--- config.mk ---
export PLATFORM = sky130hd
export DESIGN_NAME = instruction_encode_loader
export DESIGN_NICKNAME = d
export VERILOG_FILES = /design/src/rtl/mips_isa_pkg.sv /design/src/rtl/instr_pack.sv /design/src/rtl/instruction_encode_loader.sv
export SDC_FILE = /design/constraint.sdc
export NUM_CORES = 1
export LEC_CHECK = 0
export CORE_ASPECT_RATIO = 0.5
export CORE_MARGIN = 4
export CORE_UTILIZATION = 49
export CTS_CLUSTER_SIZE = 16
export DETAILED_ROUTE_END_ITERATION = 7
export PLACE_DENSITY = 0.87
export SLEW_MARGIN = 40
export SYNTH_ARGS = -nofsm -noshare
export SYNTH_HDL_FRONTEND = slang
export SYNTH_HIERARCHICAL = 1
export SYNTH_SLANG_ARGS = --single-unit
--- constraint.sdc ---
create_clock -name clk -period 3.29 [get_ports clk]
set_input_delay 0.329 -clock clk [delete_from_list [all_inputs] [get_ports clk]]
set_output_delay 0.329 -clock clk [all_outputs]
set_load 0.005 [all_outputs]
--- src/rtl/mips_isa_pkg.sv ---
// Shared mini-MIPS ISA definitions: opcode values, instruction type codes and
// the loader state encoding. Both the decode stage and the encode loader import
// this package so the set of supported opcodes is defined in exactly one place.
package mips_isa_pkg;

    // Field-tuple type codes presented on the loader's itype input
    localparam logic [1:0] TYPE_R   = 2'd0;
    localparam logic [1:0] TYPE_I   = 2'd1;
    localparam logic [1:0] TYPE_J   = 2'd2;
    localparam logic [1:0] TYPE_BAD = 2'd3;

    // R-type shares a single primary opcode; the operation lives in funct
    localparam logic [5:0] OP_RTYPE = 6'h00;

    // J-type opcodes
    localparam logic [5:0] OP_JX    = 6'h01;
    localparam logic [5:0] OP_J     = 6'h02;
    localparam logic [5:0] OP_JAL   = 6'h03;

    // I-type opcodes: branches, ALU immediates, loads/stores
    localparam logic [5:0] OP_BEQ   = 6'h04;
    localparam logic [5:0] OP_BNE   = 6'h05;
    localparam logic [5:0] OP_ADDI  = 6'h08;
    localparam logic [5:0] OP_ADDIU = 6'h09;
    localparam logic [5:0] OP_SLTI  = 6'h0A;
    localparam logic [5:0] OP_ANDI  = 6'h0C;
    localparam logic [5:0] OP_ORI   = 6'h0D;
    localparam logic [5:0] OP_XORI  = 6'h0E;
    localparam logic [5:0] OP_LUI   = 6'h0F;
    localparam logic [5:0] OP_BLT   = 6'h12;
    localparam logic [5:0] OP_BGE   = 6'h13;
    localparam logic [5:0] OP_BLTU  = 6'h14;
    localparam logic [5:0] OP_BGEU  = 6'h15;
    localparam logic [5:0] OP_BGT   = 6'h16;
    localparam logic [5:0] OP_BLE   = 6'h17;
    localparam logic [5:0] OP_MULI  = 6'h1C;
    localparam logic [5:0] OP_DIVI  = 6'h1D;
    localparam logic [5:0] OP_LW    = 6'h23;
    localparam logic [5:0] OP_SW    = 6'h2B;

    // Opcode sets as packed tables so membership tests can be generated
    // element by element; order carries no meaning.
    localparam int NUM_I_OPS = 19;
    localparam int NUM_J_OPS = 3;

    localparam logic [NUM_I_OPS-1:0][5:0] I_OPCODES = {
        OP_BEQ,  OP_BNE,  OP_ADDI, OP_ADDIU, OP_SLTI, OP_ANDI, OP_ORI,
        OP_XORI, OP_LUI,  OP_BLT,  OP_BGE,   OP_BLTU, OP_BGEU, OP_BGT,
        OP_BLE,  OP_MULI, OP_DIVI, OP_LW,    OP_SW
    };

    localparam logic [NUM_J_OPS-1:0][5:0] J_OPCODES = {
        OP_JX, OP_J, OP_JAL
    };

    // Loader session states
    typedef enum logic [1:0] {
        ST_IDLE = 2'd0,
        ST_LOAD = 2'd1,
        ST_DONE = 2'd2
    } load_state_t;

endpackage

--- src/rtl/instr_pack.sv ---
// Combinational packer: turns an R/I/J field tuple into a 32-bit mini-MIPS
// word and flags whether the opcode is in the supported set for that type.
module instr_pack
    import mips_isa_pkg::*;
(
    input  logic [1:0]  itype,
    input  logic [5:0]  opcode,
    input  logic [4:0]  rs,
    input  logic [4:0]  rt,
    input  logic [4:0]  rd,
    input  logic [4:0]  shamt,
    input  logic [5:0]  funct,
    input  logic [15:0] imm,
    input  logic [25:0] jaddr,
    output logic [31:0] word,
    output logic        legal
);

    logic [NUM_I_OPS-1:0] i_hit;
    logic [NUM_J_OPS-1:0] j_hit;

    genvar gi;

    // One comparator per supported I-type opcode
    generate
        for (gi = 0; gi < NUM_I_OPS; gi++) begin : g_i_hit
            assign i_hit[gi] = (opcode == I_OPCODES[gi]);
        end
    endgenerate

    // One comparator per supported J-type opcode
    generate
        for (gi = 0; gi < NUM_J_OPS; gi++) begin : g_j_hit
            assign j_hit[gi] = (opcode == J_OPCODES[gi]);
        end
    endgenerate

    // Select the field layout for the tuple type and decide legality.
    // The R-type word always carries opcode 0 regardless of the opcode
    // input; the loader never writes illegal words anyway.
    always_comb begin
        word  = 32'h0000_0000;
        legal = 1'b0;
        case (itype)
            TYPE_R: begin
                word  = {OP_RTYPE, rs, rt, rd, shamt, funct};
                legal = (opcode == OP_RTYPE);
            end
            TYPE_I: begin
                word  = {opcode, rs, rt, imm};
                legal = |i_hit;
            end
            TYPE_J: begin
                word  = {opcode, jaddr};
                legal = |j_hit;
            end
            default: begin
                word  = 32'h0000_0000;
                legal = 1'b0;
            end
        endcase
    end

endmodule

--- src/rtl/instruction_encode_loader.sv ---
// Program loader: accepts a counted session of R/I/J field tuples, encodes
// each into a mini-MIPS word and writes legal words to consecutive
// instruction-memory addresses through a registered one-cycle write port.
// Illegal tuples are consumed and counted but never written.
module instruction_encode_loader
    import mips_isa_pkg::*;
#(
    parameter int ADDR_W = 10
)
(
    input  logic              clk,
    input  logic              rst_n,
    input  logic              start,
    input  logic [ADDR_W-1:0] base_addr,
    input  logic [ADDR_W:0]   count,
    input  logic              abort,
    input  logic              in_valid,
    output logic              in_ready,
    input  logic [1:0]        itype,
    input  logic [5:0]        opcode,
    input  logic [4:0]        rs,
    input  logic [4:0]        rt,
    input  logic [4:0]        rd,
    input  logic [4:0]        shamt,
    input  logic [5:0]        funct,
    input  logic [15:0]       imm,
    input  logic [25:0]       jaddr,
    output logic              mem_we,
    output logic [ADDR_W-1:0] mem_addr,
    output logic [31:0]       mem_wdata,
    output logic              illegal,
    output logic [7:0]        err_cnt,
    output logic [ADDR_W:0]   wr_cnt,
    output logic              busy,
    output logic              done
);

    localparam logic [ADDR_W:0] REM_ONE = (ADDR_W+1)'(1);

    load_state_t       state_reg;
    load_state_t       state_next;

    logic [ADDR_W-1:0] wptr_reg;
    logic [ADDR_W:0]   remaining_reg;
    logic              mem_we_reg;
    logic [ADDR_W-1:0] mem_addr_reg;
    logic [31:0]       mem_wdata_reg;
    logic              illegal_reg;
    logic [7:0]        err_cnt_reg;
    logic [ADDR_W:0]   wr_cnt_reg;

    logic [31:0]       packed_word;
    logic              packed_legal;
    logic              take;
    logic              session_start;

    instr_pack u_pack (
        .itype  (itype),
        .opcode (opcode),
        .rs     (rs),
        .rt     (rt),
        .rd     (rd),
        .shamt  (shamt),
        .funct  (funct),
        .imm    (imm),
        .jaddr  (jaddr),
        .word   (packed_word),
        .legal  (packed_legal)
    );

    // abort wins over a same-cycle tuple, so the tuple is not consumed
    assign take          = (state_reg == ST_LOAD) && in_valid && !abort;
    assign session_start = (state_reg == ST_IDLE) && start;

    // State register
    always_ff @(posedge clk or negedge rst_n) begin
        if (!rst_n) begin
            state_reg <= ST_IDLE;
        end else begin
            state_reg <= state_next;
        end
    end

    // Next-state logic: empty sessions skip straight to DONE, the last
    // accepted tuple ends LOAD, abort drops back to IDLE without done.
    always_comb begin
        state_next = state_reg;
        case (state_reg)
            ST_IDLE: begin
                if (start) begin
                    state_next = (count == '0) ? ST_DONE : ST_LOAD;
                end
            end
            ST_LOAD: begin
                if (abort) begin
                    state_next = ST_IDLE;
                end else if (take && (remaining_reg == REM_ONE)) begin
                    state_next = ST_DONE;
                end
            end
            ST_DONE: begin
                state_next = ST_IDLE;
            end
            default: begin
                state_next = ST_IDLE;
            end
        endcase
    end

    // State-decoded outputs; done lines up with the final registered write
    always_comb begin
        in_ready = (state_reg == ST_LOAD);
        busy     = (state_reg != ST_IDLE);
        done     = (state_reg == ST_DONE);
    end

    // Session counters and the registered memory write port
    always_ff @(posedge clk or negedge rst_n) begin
        if (!rst_n) begin
            wptr_reg      <= '0;
            remaining_reg <= '0;
            mem_we_reg    <= 1'b0;
            mem_addr_reg  <= '0;
            mem_wdata_reg <= '0;
            illegal_reg   <= 1'b0;
            err_cnt_reg   <= '0;
            wr_cnt_reg    <= '0;
        end else begin
            mem_we_reg  <= 1'b0;
            illegal_reg <= 1'b0;

            if (session_start) begin
                wptr_reg      <= base_addr;
                remaining_reg <= count;
                err_cnt_reg   <= '0;
                wr_cnt_reg    <= '0;
            end

            if (take) begin
                remaining_reg <= remaining_reg - REM_ONE;
                if (packed_legal) begin
                    // Address and data only move on a real write so the
                    // port holds its last values while mem_we is low.
                    mem_we_reg    <= 1'b1;
                    mem_addr_reg  <= wptr_reg;
                    mem_wdata_reg <= packed_word;
                    wptr_reg      <= wptr_reg + ADDR_W'(1);
                    wr_cnt_reg    <= wr_cnt_reg + REM_ONE;
                end else begin
                    illegal_reg <= 1'b1;
                    if (err_cnt_reg != 8'hFF) begin
                        err_cnt_reg <= err_cnt_reg + 8'd1;
                    end
                end
            end
        end
    end

    assign mem_we    = mem_we_reg;
    assign mem_addr  = mem_addr_reg;
    assign mem_wdata = mem_wdata_reg;
    assign illegal   = illegal_reg;
    assign err_cnt   = err_cnt_reg;
    assign wr_cnt    = wr_cnt_reg;

endmodule
==> out/metrics.cfg, run 1 <==
[floorplan]
floorplan.rows = 24
fp.dieW_um = 145
dieArea_sq_um = 11100
ios = 168
die_h_um = 76.4
start_util_pct = 51.5
core-area_sq_um = 8920

[power_and_ir_drop]
p_leak_uw = 0.00306
seqPwrFrac_pct = 43.8
vdd_drop_max_uv = 315
pwr-share-comb_pct = 24.8
p_int_uw = 2260
switching_share_pct = 28.4
p_per_area_nw_per_um2 = 473
p_sw_uw = 893
p_clk_share_pct = 31.4

[yosys]
ys_seq_area_share_pct = 46.9
yosysUniqueCellTypes = 61
ys_top_cells_by_count = nand2_1 (182), dfrtp_1 (86), o21ai_0 (39), mux2i_1 (23)
synth-seq-cells = 86
async_flop_share_pct = 100
synth_area_sq_um = 4590
synth_nets = 645
synth_edf_count = 0
yosysTopAreaCell = dfrtp_1
synthCells = 538
synthFlopType = dfrtp_1
yosysTopAreaCellShare_pct = 46.9
synthTopCellsByArea = dfrtp_1 (47%), nand2_1 (15%), mux2i_1 (5.0%), o21ai_0 (4.3%), nand3_1 (1.9%)
synth_most_common_cell = nand2_1
synth_area_per_cell_sq_um = 8.53
yosysWarnings = 6

[drt]
drt_wl_total_mm = 13.9
vias = 4593
viasPerCell = 5.57
drc = 0
drt_iter0_markers = 353
ant_nets = 0
drtPass1Iterations = 6
wl_per_cell_um = 16.9

[grt]
grt_pass1_wl_mm = 22.9
first_global_vias = 4571
grt_usage_pct = 26.0
gr-total-overflow = 0
antenna_found_initial = 0
grt_max_degree = 53

[status]
status = finished clean

[clock_network]
clk_path_buf_depth = 2
cts.sinks = 86
post-cts-setup-buffer-count = 0
cts_tree = built
numCtsBuffers = 9
ctsHoldBuffers = 0
cts-resized-gates = 0
cts-htree-levels = 3
clkSlewWorstSetupHoldPaths_ns = 0.06
root_buffer = clkbuf_16
clk_latency_ns = 0.34

[place]
place_ws_ns = 0.462
port-buffer-count = 167
gp_congestion = 0.864
dp.cells = 808
hpwlAfterDp_mm = 10.0

[setup_path]
crit_path_max_fanout = 23
cp_data_required_time_ns = 3.49
worstSetupPathType = input pin to register
cp-end-kind = register
cp.arrival_ns = 2.73
critPathLaunchType = input pin

[timing]
rsz0062_at_grt = false
relSlewSlack_pct = 53.1
period_needed_ns = 2.53
fin_crit_sh_pct = 76.8
finalClockSkew_ns = 0.00865
tightest_slew_ns = 0.703
setup_violations = 0
hold_violations = 0
clock.fmax_ghz = 0.396
slew_violations = 0
worst_slack_ns = 0.762
setup_tns_ns = 0

[layout]
drive_gt1_share_pct = 6.22
nets = 809
diodes = 0
finalNonFillerCells = 824
largest_reg_flops = 32
synthToLayoutAreaGrowth_pct = 45.1

[worst_hold_path]
hp-class = input pin to async pin

[flow_run]
maxCapViolCount = 0

-- final cells by class --
type | count | area [sq um]
Clock inverter | 4 | 47.5
Clock buffer | 12 | 236
Tap cell | 117 | 146
Multi-Input combinational cell | 405 | 2230
Inverter | 19 | 71.3
Fill cell | 669 | 2260
Timing Repair Buffer | 181 | 1770
Sequential cell | 86 | 2150
-- worst max-delay path: stages --
cell and delay, ns:
clkdlybuf4s50_1 0.46, nor4_1 0.28, o21ai_0 0.14, o221ai_1 0.29, buf_4 0.23, nand2_2 0.18
buf_4 0.29, o311ai_0 0.39, o41ai_1 0.13
-- power by group through the flow --
stage	sequential, uW	clock [uW]	combinational (uW)
global route	1400	1060	861
floorplan	1360	0	319
CTS	1380	998	788
global placement	1380	0	763
finish	1380	989	781
detailed placement	1390	0	782
-- path summary, 6_finish.rpt --
kind	startpoint	to	slack (ns)	depth (start not counted)
min	rst_n	mem_wdata[17]$_DFFE_PN0P_	0.02	1
max	opcode[4]	wr_cnt[5]$_DFF_PN0_	0.76	9
min in group clk	mem_wdata[6]$_DFFE_PN0P_	mem_wdata[6]$_DFFE_PN0P_	0.47	2
min reg2reg	mem_wdata[6]$_DFFE_PN0P_	mem_wdata[6]$_DFFE_PN0P_	0.47	2
max in group asynchronous	rst_n	wr_cnt[3]$_DFF_PN0_	2.53	2
max reg2reg	state_reg[1]$_DFFE_PN0P_	wptr_reg[4]$_DFF_PN0_	1.08	4
-- cells by family (layout without fill, tap and decap cells) --
kind of cell,after synthesis,count (layout),synth area share [%]
buffers and inverters,47,216,4.74
flip-flops,86,86,46.9
adder cells (fa/ha/maj),5,5,1.36
AND/OR/NAND/NOR,278,278,27.6
XOR/XNOR,1,1,0.191
AO/OA/AOI/OAI,97,97,13.9
multiplexers,24,24,5.26
-- stage by stage --
| step | power (uW) | instance area (sq um) | util (%) | hold slack (ns) |
|---|---|---|---|---|
| 2_1_floorplan | 1680 | 4590 | - | 0.0334 |
| 3_3_place_gp | 2150 | 6380 | 71.5 | 0.394 |
| 3_5_place_dp | 2170 | 6380 | 71.5 | 0.402 |
| 4_1_cts | 3160 | 6660 | 74.7 | 0.0394 |
| 5_1_grt | 3330 | 6660 | 74.7 | 0.0669 |
| 6_report | 3150 | 6660 | 74.7 | 0.0210 |
-- per-layer routing --
| layer | GRT usage, % | vias up | wire [um] |
|---|---|---|---|
| met5 | 0 | - | 0 |
| met4 | 5.12 | 0 | 151 |
| met3 | 9.91 | 15 | 1200 |
| met2 | 42.4 | 185 | 6850 |
| met1 | 33.1 | 2202 | 5740 |
| li1 | - | 2191 | - |
-- cells in the final DEF (no fill, tap or decap), drive strengths merged, types with 4 or more instances in the layout --
cell type	Yosys	final
a21oi	9	9
a311oi	6	6
and2	8	8
and3	8	8
and4	4	4
buf	11	15
clkbuf	17	12
clkdlybuf4s50	0	166
dfrtp	86	86
ha	5	5
inv	19	19
mux2i	23	23
nand2	182	182
nand3	17	17
nand4	6	6
nor2	19	19
nor2b	4	4
nor3	8	8
nor4	5	5
o211ai	7	7
o21ai	40	40
Power figures use the tool's default switching activity.
==> run 2: changes to the inputs <==
Settings changed: CORE_UTILIZATION 49 to 41, PLACE_DENSITY 0.87 to 0.78.
Clock period 3.29 ns to 2.3 ns, I/O delays scaled along.
==> run 2 against run 1 <==
Net effect: non-clock buffer count grew 18; core utilization shrank 9.2 points; clock-buffer cell count shrank 1; power grew 50%; die area grew 18%; worst setup slack lost 0.49 ns; global-route usage shrank 5.1 points; sequential share of layout area shrank 1.1 points; final cell count grew 5.0%; clock skew shrank 0.00052 ns; flip-flop and latch count is the same; combinational power grew 46%; critical path type unchanged.
==> out/metrics.cfg, run 2 (synthesis gave the netlist of run 1 again) <==
[drt]
drt_iter0_markers = 226
drt_wl_total_mm = 13.7
ant_nets = 0
wl_per_cell_um = 15.8
drc = 0
met3_length_mm = 1.12
wl_met1_mm = 5.69
top_layer_used = met4
dr_wl_met2_mm = 6.67
vias = 4579
viasPerCell = 5.29
drtPass1Iterations = 5

[floorplan]
core-area_sq_um = 10500
ios = 168
start_util_pct = 43.5
floorplan.rows = 26
fp.dieW_um = 158
die_h_um = 82.8
dieArea_sq_um = 13100

[power_and_ir_drop]
p_per_area_nw_per_um2 = 684
p_leak_uw = 0.00318
vdd_drop_max_uv = 367

[setup_path]
critPathLaunchType = input pin
crit_family = buffers and inverters
cp_slowest_cell = clkdlybuf4s50_1
crit_cells = 11
r2r_setup_slack_ns = 0.30
cp_data_required_time_ns = 2.58
crit_buf_inv = 5
slowest_delay_ns = 0.45
worstSetupPathType = input pin to register
path_cells = clkdlybuf4s50_1 > nor4_1 > o21ai_0 > o221ai_1 > buf_4 > nand2_2 > inv_1 > buf_4 > buf_12 > nand2_1 > nand2_1
cp.arrival_ns = 2.31
crit_path_max_fanout = 16
r2r_cells = 4
cp-end-kind = register

[flow_run]
maxCapViolCount = 0

[clock_network]
cts.sinks = 86
cts_tree = built
ctsHoldBuffers = 1
cts-resized-gates = 0
root_buffer = clkbuf_16
clk_latency_ns = 0.34
clkSlewWorstSetupHoldPaths_ns = 0.06
clk_path_buf_depth = 2
cts-htree-levels = 3
post-cts-setup-buffer-count = 0
numCtsBuffers = 9

[layout]
largest_reg_flops = 32
nets = 827
final_common_cell = nand2_1
drive_gt1_share_pct = 8.83
synthToLayoutAreaGrowth_pct = 50.4
diodes = 0
final_cell_mix = nand2_1 (181), clkdlybuf4s50_1 (166), dfrtp_1 (86)
fin_util_pct = 65.5

[timing]
setup_violations = 0
tightest_slew_ns = 0.517
timing.hold.ws_ns = 0.410
relSlewSlack_pct = 65.5
worst_slack_ns = 0.269
finalClockSkew_ns = 0.00812
fin_crit_sh_pct = 88.3
hold_violations = 0
rsz0062_at_grt = false
period_needed_ns = 2.03
clock.fmax_ghz = 0.492
slew_violations = 0

[grt]
grt_usage_pct = 20.9
grt_max_degree = 41
antenna_found_initial = 0
grt_pass1_wl_mm = 22.3
first_global_vias = 4595
gr-total-overflow = 0

[place]
gp_congestion = 0.846
port-buffer-count = 167
place_ws_ns = -0.0455
hpwlAfterDp_mm = 10.3

[status]
status = finished clean

[worst_hold_path]
hp-class = input pin to async pin

-- run 2: cell count changes in the layout (fill, tap and decap cells not counted), moves of 2 or more --
cell	change
clkbuf_8	+2
buf_12	+2
buf_4	+15
clkbuf_1	-3
-- run 2: power by group --
part / internal [uW] / total [uW] / leakage [uW] / switching, uW
clock network: 1010 / 1610 / 0.000162 / 600
logic: 658 / 1140 / 0.00190 / 481
registers: 1750 / 1970 / 0.00112 / 218
-- run 2: per-stage QoR --
stage                     total power [uW]  instance area [sq um]  cells  TNS [ns]
final                                 4720                   6900    865         0
after global routing                  4960                   6900    865         0
after CTS                             4760                   6900    865         0
after detailed placement              3130                   6560    848    -0.715
after global placement                3090                   6560    848         0
after floorplan                       2410                   4590    538         0
-- run 2: worst paths after layout --
| kind | start | endpoint |
|---|---|---|
| min in group clk | mem_wdata[8]$_DFFE_PN0P_ | mem_wdata[8]$_DFFE_PN0P_ |
| hold / removal | rst_n | mem_wdata[17]$_DFFE_PN0P_ |
| setup reg to reg | remaining_reg[5]$_DFFE_PN0P_ | state_reg[1]$_DFFE_PN0P_ |
| setup / recovery | opcode[3] | mem_wdata[15]$_DFFE_PN0P_ |
| max in group asynchronous | rst_n | mem_addr[7]$_DFFE_PN0P_ |
| hold reg to reg | mem_wdata[8]$_DFFE_PN0P_ | mem_wdata[8]$_DFFE_PN0P_ |
-- run 2: area by class of cell --
| class | instances | area (sq um) |
|---|---|---|
| clock buffers | 11 | 253 |
| well taps | 140 | 175 |
| repair buffers | 199 | 1940 |
| fillers | 902 | 3640 |
| inverters | 19 | 71.3 |
| clock inverters | 5 | 81.3 |
| multi-input cells | 405 | 2230 |
| flip-flops and latches | 86 | 2150 |
-- run 2: metal layers --
metal / track usage (%) / vias up
li1: - / 2230
met1: 25.3 / 2184
met2: 35.5 / 146
met3: 7.06 / 19
met4: 6.17 / 0
met5: 0 / -
==> patch 1, RTL diff (flow settings as in run 2) <==
The 3 states of `load_state_t` get a one-hot encoding in 3 bits.
--- a/src/rtl/mips_isa_pkg.sv
+++ b/src/rtl/mips_isa_pkg.sv
@@ -55,8 +55,8 @@
 
     // Loader session states
-    typedef enum logic [1:0] {
-        ST_IDLE = 2'd0,
-        ST_LOAD = 2'd1,
-        ST_DONE = 2'd2
+    typedef enum logic [2:0] {
+        ST_IDLE = 3'b001,
+        ST_LOAD = 3'b010,
+        ST_DONE = 3'b100
     } load_state_t;
 
Check against the original RTL: same outputs for any inputs over 4 cycles, from zero or initial values and one cycle with rst_n low; so few cycles prove little.
==> patch 1 against run 2 <==
Synthesized cell count grew 0.74%; clock power shrank 17%; setup slack lost 0.15 ns; count of clock-buffer cells in the layout grew 1; clock skew is essentially flat; first-iteration DRC count shrank 19%; routed wire length shrank 1.9%; final cell count grew 2.0%; synthesized area grew 1.3%; die area grew 1.2%; design area grew 0.76%; sequential cell count grew 1; total power grew 2.7%; critical endpoint is now wptr_reg[8].
==> patch 1: results (changes against run 2) <==
[worst_hold_path]
hp-start=opcode[3]
hold_class=in2reg  ; was in2async

[placement]
place_congestion=0.808  ; was 0.846
dp_hpwl_mm=10.3  ; about the same
placed_cell_area_sq_mm=0.00665  ; was 0.00656 sq mm
pre_cts_slack_ns=-0.271  ; was -0.0455 ns

[worst_setup_path]
cp-startpoint=opcode[5]  ; was opcode[3]
cp_top_family=simple AND/OR/NAND/NOR gates  ; was buffers and inverters
worstPathArrival_ns=2.38  ; was 2.31 ns
r2r_end=state_reg[2]  ; was state_reg[1]
cp-endpoint=wptr_reg[8]  ; was mem_wdata[15]
max_stage_delay_ns=0.53  ; was 0.45 ns

[layout]
drive_gt1_share_pct=9.36  ; was 8.83%
num-nets-final=839  ; was 827

[grt]
grt_max_degree=55  ; was 41
grt_pass1_vias=4647  ; was 4595
grt_pass1_wl_mm=22.2  ; was 22.3 mm
grt.total_usage_pct=20.4  ; was 20.9%

[drt]
avgViaCountPerCell=5.24  ; was 5.29
wl_mm=13.4  ; was 13.7 mm

[timing]
relSlewSlack_pct=57.2  ; was 65.5%
finClkSkew_ns=0.00765  ; was 0.00812 ns
min_period_ns=2.18  ; was 2.03 ns

[run_status]
status=completed  ; unchanged

[logic_synthesis]
synth.top_cells.by_area=dfrtp_1 (46%), nand2_1 (14%), mux2i_1 (4.7%), o21ai_0 (3.9%), inv_1 (1.9%)  ; was dfrtp_1 (47%), nand2_1 (15%), mux2i_1 (5.0%), o21ai_0 (4.3%), nand3_1 (1.9%)
postSynthNetCount=649  ; was 645
ys_seq_area_share_pct=46.9  ; about the same
synth_cell_type_count=58  ; was 61

[power_and_ir_drop]
p_leak_nw=3.16  ; was 3.18 nW
p_switching_mw=1.52  ; was 1.30 mW

[cts]
cts_buffers=9  ; unchanged

-- patch 1: cell types whose count changed after synthesis, sizes merged, moves of 3 or more --
cell    before  now
or3          2    6
clkbuf      17   14
inv         19   24
nand2      182  176
nor3b        3    6
a211oi       3    8
o41ai        3    0
o221a        1    4
nor4         5    8
o21ai       40   37
xnor2        1    4
-- patch 1: layer usage --
layer	vias to the layer above	global-route usage, %	routed length (um)
li1	2258	-	-
met1	2233	25.1	5710
met4	0	5.50	177
met2	122	36.5	6910
met5	-	0	0
met3	13	3.54	631
-- patch 1: layout make-up --
type	instances	area [sq um]
Multi-Input combinational cell	405	2260
Inverter	24	90.1
Timing Repair Buffer	205	1980
Clock buffer	12	246
Fill cell	932	4090
Tap cell	145	181
Clock inverter	4	22.5
Sequential cell	87	2180
-- patch 1: what timing repair did --
action	CTS	global route
hold buffers	1	0
resized for setup	0	6
endpoints found under the setup margin	0	54
hold endpoints to repair	33	0
-- patch 1: metrics by stage --
stage	hold slack, ns	cells
3_5_place_dp	0.222	865
4_1_cts	0.399	882
2_1_floorplan	-0.0656	542
3_3_place_gp	0.212	865
6_report	0.348	882
5_1_grt	0.389	882
-- patch 1: cells by family after synthesis --
group                      Yosys count  share of synthesized area (%)
and+or+nand+nor                    283                           28.2
AOI/OAI and AO/OA                   90                           12.9
DFF                                 87                           46.9
buffers and inverters               50                           5.01
muxes                               23                           4.98
adders and majority gates            5                           1.35
xor gates and xnor gates             4                          0.753
-- patch 1: power groups by stage --
stage	clock, mW	combinational, mW	sequential, mW
after global routing	1.43	1.57	2.14
final	1.34	1.41	2.10
after detailed placement	0	1.40	2.11
after floorplan	0	0.741	2.05
after CTS	1.37	1.42	2.09
after global placement	0	1.37	2.09
==> patch 2, RTL diff (flow settings as in run 2) <==
Without the edit above. The parameter `ADDR_W` goes from 10 to 11.
--- a/src/rtl/instruction_encode_loader.sv
+++ b/src/rtl/instruction_encode_loader.sv
@@ -6,5 +6,5 @@
     import mips_isa_pkg::*;
 #(
-    parameter int ADDR_W = 10
+    parameter int ADDR_W = 11
 )
 (
Interface: changed (resized base_addr, count, mem_addr and wr_cnt); port bits go from 168 to 172. No check against the original RTL was run, so the function may have changed too.
==> patch 2 against run 2 <==
Utilization is 1.2 points lower; critical path depth down 2; synthesized cell count rose by 5.9%; design area grew 5.6%; setup slack got worse by 0.079 ns; non-clock buffer count increased by 7; total power grew 0.27%; sequential power increased by 4%; sequential cell count increased by 4; clock skew grew 0.00080 ns; routed wire length rose by 1.3%; synthesized area up 7.3%.
==> patch 2: results (changes against run 2) <==
[logic_synthesis]
synth.top_cells.by_area=dfrtp_1 (46%), nand2_1 (14%), mux2i_1 (4.5%), o21ai_0 (3.3%), nand3_1 (1.9%)  ; was dfrtp_1 (47%), nand2_1 (15%), mux2i_1 (5.0%), o21ai_0 (4.3%), nand3_1 (1.9%)
postSynthNetCount=679  ; was 645
synth_common_cells=nand2_1 (188), dfrtp_1 (90), o21ai_0 (32)  ; was nand2_1 (182), dfrtp_1 (86), o21ai_0 (39)
syn_inst=570  ; was 538
synth-xor-area-share_pct=0.533  ; was 0.191%
ys_dominant_reg_cell=dfrtp_1  ; unchanged
synth-compound-area-share_pct=12.9  ; was 13.9%
ys_seq_area_share_pct=45.7  ; was 46.9%
synthAdderAreaFrac_pct=1.27  ; was 1.36%
synth_cell_type_count=69  ; was 61
synthMuxAreaShare_pct=4.47  ; was 5.26%
synth_top_area_share_pct=45.7  ; was 46.9%

[worst_setup_path]
reg2reg_from=remaining_reg[4]  ; was remaining_reg[5]
cp-startpoint=opcode[1]  ; was opcode[3]
r2r_end=remaining_reg[10]  ; was state_reg[1]
max_stage_delay_ns=0.49  ; was 0.45 ns
cp_top_family=compound AO/OA/AOI/OAI gates  ; was buffers and inverters
path_max_fanout=8  ; was 16
cp-endpoint=wptr_reg[4]  ; was mem_wdata[15]
worstPathArrival_ns=2.34  ; was 2.31 ns
reg2regPathDepth=4  ; unchanged
worst-r2r-setup-slack_ns=0.41  ; was 0.30 ns

[cts]
cts_buffer_depth=2  ; unchanged
clockRootBuffer=clkbuf_16  ; unchanged

[layout]
num-nets-final=865  ; was 827
postLayoutCellArea_sq_mm=0.00729  ; was 0.00690 sq mm
nFillCells=1015  ; was 902
drive_gt1_share_pct=9.86  ; was 8.83%

[placement]
dp_hpwl_mm=10.3  ; about the same
pre_cts_slack_ns=-0.366  ; was -0.0455 ns
place_congestion=0.880  ; was 0.846
numPortBuffers=171  ; was 167
placed_cell_area_sq_mm=0.00696  ; was 0.00656 sq mm
dp_cells=903  ; was 848

[drt]
vias=4732  ; was 4579
drtIter0Drc=247  ; was 226
wl_mm=13.9  ; was 13.7 mm
drt_pass1_iterations=4  ; was 5
wire_per_inst_um=15.1  ; was 15.8 um

[worst_hold_path]
hold_class=in2async  ; unchanged

[timing]
worst_pin_slew_ns=0.723  ; was 0.517 ns
period_share_pct=91.7  ; was 88.3%
timing.hold.ws_ns=0.377  ; was 0.410 ns
finClkSkew_ns=0.00892  ; was 0.00812 ns

[grt]
grt_pass1_wl_mm=22.3  ; about the same
grt_max_degree=60  ; was 41
grt_pass1_vias=4580  ; was 4595
grt.total_usage_pct=19.5  ; was 20.9%

[run_status]
status=completed  ; unchanged

[power_and_ir_drop]
p_leak_nw=3.28  ; was 3.18 nW
max-vdd-ir-drop_mv=0.364  ; was 0.367 mV

[patch 2: per-layer routing]
layer / part of all wire [%] / GRT usage, % / vias up / routed length [um]
met4: 1.2 / 4.64 / 0 / 162
met3: 6.7 / 5.23 / 14 / 923
li1: - / - / 2343 / -
met2: 48 / 33.2 / 131 / 6720
met1: 44 / 25.0 / 2244 / 6070
met5: 0 / 0 / - / 0
[patch 2: power breakdown]
part	switching [mW]	leakage (nW)	internal [mW]
logic	0.483	1.96	0.686
registers	0.226	1.17	1.83
clock network	0.614	0.151	0.896
[patch 2: area by class of cell]
type / instances / share of cell area (%)
Multi-Input combinational cell: 430 / 33.1
Sequential cell: 90 / 30.9
Timing Repair Buffer: 206 / 28.1
Clock buffer: 11 / 3.47
Tap cell: 159 / 2.73
Inverter: 19 / 1.01
Clock inverter: 5 / 0.721
[patch 2: repair_timing]
action                                 in CTS  in global routing
hold buffers                                1                  0
setup buffers                               0                  0
resized for setup                           0                  3
setup endpoints to repair                   0                 16
endpoints found under the hold margin      31                  0
